--- src/rtl/count_pkg.sv ---
// count_pkg: shared state encoding and default widths for the count pulse
// emitter and its receiver model.
package count_pkg;

    localparam int unsigned LEN_W   = 16;
    localparam int unsigned GAP_W   = 8;
    localparam int unsigned CNT_W   = 64;
    localparam int unsigned PHASE_W = 2;

    typedef enum logic [1:0] {
        IDLE = 2'd0,
        EMIT = 2'd1,
        GAP  = 2'd2,
        DONE = 2'd3
    } state_t;

endpackage

--- src/rtl/count_model.sv ---
// count_model: cycle-exact model of the dual event counter that consumes the
// Slt/En stream. Channel 0 counts every enable; channel 1 counts every fourth
// enable through a 2-bit phase. Phase and counts persist until Reset.
module count_model #(
    parameter int unsigned CNT_W = count_pkg::CNT_W
) (
    input  logic             Clk,
    input  logic             Reset,
    input  logic             En,
    input  logic             Slt,
    output logic [CNT_W-1:0] Exp0,
    output logic [CNT_W-1:0] Exp1
);
    import count_pkg::*;

    logic [PHASE_W-1:0] phase;

    // Count each enable on the selected channel; channel 1 advances the phase
    // and counts when the phase rolls over to zero.
    always_ff @(posedge Clk or posedge Reset) begin
        if (Reset) begin
            Exp0  <= '0;
            Exp1  <= '0;
            phase <= '0;
        end else if (En) begin
            if (!Slt) begin
                Exp0 <= Exp0 + CNT_W'(1);
            end else begin
                phase <= phase + PHASE_W'(1);
                if (phase == '1) begin
                    Exp1 <= Exp1 + CNT_W'(1);
                end
            end
        end
    end

endmodule

--- src/rtl/count_pulse_emitter.sv ---
// count_pulse_emitter: transmitter side of the Slt/En event interface.
// Accepts a job (channel, pulse count, gap) on Start and emits exactly Len
// one-cycle enable pulses, then strobes Done. Also carries a model of the
// receiving counter (count_model) driven from the emitted stream.
// Build option: COUNT_EMIT_GAP_EN enables the inter-pulse gap; without it the
// Gap input is ignored and pulses are always back-to-back.
module count_pulse_emitter #(
    parameter int unsigned LEN_W = count_pkg::LEN_W,
    parameter int unsigned GAP_W = count_pkg::GAP_W,
    parameter int unsigned CNT_W = count_pkg::CNT_W
) (
    input  logic             Clk,
    input  logic             Reset,
    input  logic             Start,
    input  logic             Chan,
    input  logic [LEN_W-1:0] Len,
    input  logic [GAP_W-1:0] Gap,
    input  logic             Abort,
    output logic             En,
    output logic             Slt,
    output logic             Busy,
    output logic             Done,
    output logic [LEN_W-1:0] Sent,
    output logic [CNT_W-1:0] Exp0,
    output logic [CNT_W-1:0] Exp1
);
    import count_pkg::*;

    state_t           state;
    state_t           state_nxt;
    logic             accept;
    logic             chan_q;
    logic [LEN_W-1:0] rem_q;
    logic [LEN_W-1:0] sent_q;
    logic             en_q;
    logic             slt_q;
    logic             busy_q;
    logic             done_q;
`ifdef COUNT_EMIT_GAP_EN
    logic [GAP_W-1:0] gap_q;
    logic [GAP_W-1:0] gap_cnt;
`else
    logic             gap_unused;
    assign gap_unused = ^Gap;
`endif

    assign accept = (state == IDLE) && Start && !Abort;

    // Next-state selection for the job sequencer.
    always_comb begin
        state_nxt = state;
        case (state)
            IDLE: begin
                if (accept) begin
                    state_nxt = (Len == '0) ? DONE : EMIT;
                end
            end
            EMIT: begin
                if (Abort) begin
                    state_nxt = IDLE;
                end else if (rem_q == LEN_W'(1)) begin
                    state_nxt = DONE;
`ifdef COUNT_EMIT_GAP_EN
                end else if (gap_q != '0) begin
                    state_nxt = GAP;
`endif
                end else begin
                    state_nxt = EMIT;
                end
            end
`ifdef COUNT_EMIT_GAP_EN
            GAP: begin
                if (Abort) begin
                    state_nxt = IDLE;
                end else if (gap_cnt == '0) begin
                    state_nxt = EMIT;
                end
            end
`endif
            DONE:    state_nxt = IDLE;
            default: state_nxt = IDLE;
        endcase
    end

    // State register.
    always_ff @(posedge Clk or posedge Reset) begin
        if (Reset) begin
            state <= IDLE;
        end else begin
            state <= state_nxt;
        end
    end

    // Latch the job channel and count down remaining pulses.
    always_ff @(posedge Clk or posedge Reset) begin
        if (Reset) begin
            chan_q <= 1'b0;
            rem_q  <= '0;
        end else if (accept) begin
            chan_q <= Chan;
            rem_q  <= Len;
        end else if (state == EMIT) begin
            rem_q <= rem_q - LEN_W'(1);
        end
    end

`ifdef COUNT_EMIT_GAP_EN
    // Latch the gap and time the idle cycles between pulses.
    always_ff @(posedge Clk or posedge Reset) begin
        if (Reset) begin
            gap_q   <= '0;
            gap_cnt <= '0;
        end else begin
            if (accept) begin
                gap_q <= Gap;
            end
            if (state == EMIT) begin
                gap_cnt <= gap_q - GAP_W'(1);
            end else if (state == GAP) begin
                gap_cnt <= gap_cnt - GAP_W'(1);
            end
        end
    end
`endif

    // Count pulses at the edge that ends each En cycle, so an aborted job
    // still reports every pulse the receiver actually saw.
    always_ff @(posedge Clk or posedge Reset) begin
        if (Reset) begin
            sent_q <= '0;
        end else if (accept) begin
            sent_q <= '0;
        end else if (en_q) begin
            sent_q <= sent_q + LEN_W'(1);
        end
    end

    // Registered interface outputs, derived from the state being entered.
    always_ff @(posedge Clk or posedge Reset) begin
        if (Reset) begin
            en_q   <= 1'b0;
            slt_q  <= 1'b0;
            busy_q <= 1'b0;
            done_q <= 1'b0;
        end else begin
            en_q   <= (state_nxt == EMIT);
            busy_q <= (state_nxt != IDLE);
            done_q <= (state_nxt == DONE);
            if (state_nxt == IDLE) begin
                slt_q <= 1'b0;
            end else if (accept) begin
                slt_q <= Chan;
            end else begin
                slt_q <= chan_q;
            end
        end
    end

    count_model #(
        .CNT_W (CNT_W)
    ) u_model (
        .Clk   (Clk),
        .Reset (Reset),
        .En    (en_q),
        .Slt   (slt_q),
        .Exp0  (Exp0),
        .Exp1  (Exp1)
    );

    assign En   = en_q;
    assign Slt  = slt_q;
    assign Busy = busy_q;
    assign Done = done_q;
    assign Sent = sent_q;

endmodule

--- config.mk ---
export PLATFORM = sky130hd
export DESIGN_NAME = count_pulse_emitter
export DESIGN_NICKNAME = d
export VERILOG_FILES = /design/src/rtl/count_pkg.sv /design/src/rtl/count_model.sv /design/src/rtl/count_pulse_emitter.sv
export SDC_FILE = /design/constraint.sdc
export NUM_CORES = 1
export LEC_CHECK = 0
export CAP_MARGIN = 10
export CORE_MARGIN = 2
export CORE_UTILIZATION = 55
export CTS_CLUSTER_DIAMETER = 200
export DETAILED_ROUTE_END_ITERATION = 16
export PLACE_DENSITY = 0.82
export SLEW_MARGIN = 20
export SYNTH_ARGS = -nofsm -noshare
export SYNTH_HDL_FRONTEND = slang
export SYNTH_SLANG_ARGS = --single-unit
--- constraint.sdc ---
create_clock -name Clk -period 16.65 [get_ports Clk]
set_input_delay 3.33 -clock Clk [delete_from_list [all_inputs] [get_ports Clk]]
set_output_delay 3.33 -clock Clk [all_outputs]
set_load 0.1 [all_outputs]
==> run_results.csv <==
group,metric,value,unit
power_and_ir_drop,p_leak,4.51,nW
critical_path,crit_buf_inv,1,
detailed_routing,vias_per_cell,5.74,
detailed_routing,routed_wl,18.9,mm
synthesis,synth_fa_ha_area_share,0.949,%
synthesis,synth_xor_area_share,15.6,%
run_status,status,"finished, final reports clean",
critical_path,crit_fanout,15,
power_and_ir_drop,ir_worst_vdd,0.0653,mV
clocking,htree_levels,4,
critical_path,rrSetupSlack,13.90,ns
power_and_ir_drop,p_seq_share,44.0,%
power_and_ir_drop,clockPowerShare,37.3,%
global_routing,antenna_found_initial,0,
global_routing,overflow,0,
power_and_ir_drop,p_per_area,104,nW/µm²
synthesis,async_reset_ff_share,100,%
floorplanning,die_h,124,µm
sta,finalSetupTns,0,ns
sta,hold_viol,0,
synthesis,muxShareOfSynthArea,0.554,%
finish,final_common_cell,"dfrtp_1",
finish,area_delta_synth_final,31.3,%
detailed_routing,dr.first_iter.drc_count,612,
critical_path,slowest_delay,1.24,ns
global_routing,grt_first_pass_wirelength,30.8,mm
detailed_routing,met2_length,8.89,mm
critical_path,path_cells,"clkdlybuf4s50_1",
critical_path,end_kind,"output pin",
floorplanning,num_rows,43,
clocking,root_buffer,"clkbuf_16",
place,place_congestion,0.826,
detailed_routing,top_layer_used,"met4",
synthesis,synth-main-ff-cell,"dfrtp_1",
hold_path,worstHoldStart,"chan_q",
synthesis,synth_top_family_by_area,"simple AND/OR/NAND/NOR gates",
place,pre_cts_slack,11.11,ns
detailed_routing,first_pass_iters,5,
clocking,cts_tree,"done",
sta,layout_setup_ws,10.98,ns
synthesis,ys_seq_area_share,53.5,%
sta,rsz0062_at_grt,"false",
synthesis,ys.warnings.count,0,
detailed_routing,drtAntennaViolNets,0,
clocking,post_cts_resized,0,
sta,layout_min_cycle_time,5.67,ns
power_and_ir_drop,p_switching,0.000348,W
clocking,ctsLongestPathBuffers,2,
power_and_ir_drop,switching_share,32.2,%
synthesis,synthCells,751,
global_routing,grt_max_degree,93,
sta,slew_headroom,30.0,%
finish,diodes,0,
critical_path,startpoint_type,"flip-flop",
place,io_buffers,168,
clocking,cts_buffers,17,
sta,setup_viol_count_final,0,
power_and_ir_drop,p_comb_share,18.7,%
sta,min_period_over_period,34.1,%
detailed_routing,wl_met3,1.22,mm
place,place_hpwl,13.0,mm
critical_path,slowest_stage,"clkdlybuf4s50_1",
floorplanning,pin_count,177,
floorplanning,coreArea,14000,µm²
critical_path,arrival,2.34,ns
flow_run,drv_cap,0,
synthesis,yosys.area_share.simple,24.7,%
finish,layout.nets,963,
synthesis,syn_avg_cell_area,10.5,µm²
detailed_routing,via_count,6429,
power_and_ir_drop,power,0.00108,W
synthesis,synth_compound_gate_area_share,3.23,%
finish,drive_above_1_share,5.31,%
floorplanning,fp.dieArea,15400,µm²
detailed_routing,drc,0,
clocking,post_cts_buffers,0,
clocking,clock_sinks,169,
global_routing,grtUsageTotal,25.7,%
power_and_ir_drop,p_int,0.000731,W
floorplanning,die_w,124,µm
floorplanning,start_util,56.5,%
clocking,cts.reportedPaths.clkPinSlew,0.06,ns
global_routing,first_global_vias,6091,
critical_path,setup.worst_path.start,"En",
hold_path,hold_path_class,"reg2reg",
detailed_routing,wl_per_cell,16.8,µm
finish,final_cell_mix,"169 x dfrtp_1, 168 x clkdlybuf4s50_1, 75 x xnor2_1, 72 x nand2_1, 66 x xor2_1",
synthesis,synth_edf_count,0,
clocking,clkLatencyLatePin,0.43,ns
critical_path,crit_type,"reg2out",
synthesis,synthDistinctLibCells,46,
synthesis,synth-seq-cells,169,
sta,finalClockSkew,0.00689,ns
clocking,hold_buffers,0,
detailed_routing,wl_met1,8.41,mm
sta,final_max_slew_viol_count,0,
synthesis,synth.net_count,786,
sta,max_freq,176,MHz
critical_path,cp.required,13.32,ns
critical_path,crit_family,"buffers and inverters",
sta,worst_slew_pin_slew,1.05,ns
critical_path,r2r-start,"En",
synthesis,synth_area,7910,µm²
finish,fin_util,74.2,%
## flip-flops by register name, summed over array words and instances, names as in the netlist
signal	count
u_model.Exp0	64
u_model.Exp1	64
Sent	16
rem_q	16
state	2
u_model.phase	2
Busy	1
Done	1
En	1
Slt	1
chan_q	1
## through the flow
stage,hold slack (ns),std cells,area [µm²]
CTS,0.471,1121,10400
global placement,0.451,1089,9780
finish,0.467,1121,10400
floorplan,0.434,751,7910
detailed placement,0.456,1089,9780
global route,0.489,1121,10400
## layout make-up
type                            instances  area, µm²
Fill cell                             976       3600
Tap cell                              180        225
Multi-Input combinational cell        556       3570
Clock buffer                           18        429
Clock inverter                         14        174
Sequential cell                       169       4230
Inverter                               13       53.8
Timing Repair Buffer                  171       1700
## synthesized netlist by cell type, types with 2 or more instances
library cell	instances	area [µm²]
o41ai_1	2	17.5
nor2_1	63	236
a21oi_1	4	20.0
xnor2_1	75	657
inv_1	13	48.8
nor4_1	19	119
nand3_1	54	270
buf_2	2	10.0
nand4_1	49	307
clkbuf_1	8	30.0
nor3_2	2	20.0
nor2b_1	5	31.3
and4_1	15	131
nand2b_1	5	31.3
nor3_1	31	155
o21ai_0	15	75.1
or4_1	8	60.1
or3_1	7	43.8
a221o_1	6	60.1
ha_1	6	75.1
nand2_1	72	270
and3_1	20	125
dfrtp_1	169	4230
mux2_2	3	33.8
buf_6	2	22.5
or2_2	4	25.0
o311ai_0	2	17.5
xor2_1	66	578
o211ai_1	3	22.5
and2_1	5	31.3
## layer usage
layer / track usage (%) / vias to the layer above
met5: 0 / -
li1: - / 3030
met2: 40.1 / 230
met3: 5.45 / 26
met1: 36.0 / 3143
met4: 8.50 / 0
## cells by family after synthesis
logic type	Yosys count
flops	169
compound gates	37
buf+inv	26
mux	4
xor+xnor	141
simple gates	368
fa+ha+maj	6
## power groups by stage
| stage | registers, W | clock network (W) | logic [W] |
|---|---|---|---|
| 3_5_place_dp | 0.000481 | 0 | 0.000203 |
| 6_report | 0.000474 | 0.000403 | 0.000201 |
| 2_1_floorplan | 0.000564 | 0 | 0.0000622 |
| 3_3_place_gp | 0.000480 | 0 | 0.000199 |
| 5_1_grt | 0.000478 | 0.000424 | 0.000217 |
| 4_1_cts | 0.000474 | 0.000408 | 0.000203 |
## worst paths after layout
kind,to,cells after the start
worst min-delay path,chan_q,2
worst max register to register,u_model.Exp0[45],5
worst min register to register,chan_q,2
max in group asynchronous,u_model.Exp1[28],3
min in group asynchronous,Done,2
worst max-delay path,En,1
(Power assumes the default switching activity.)
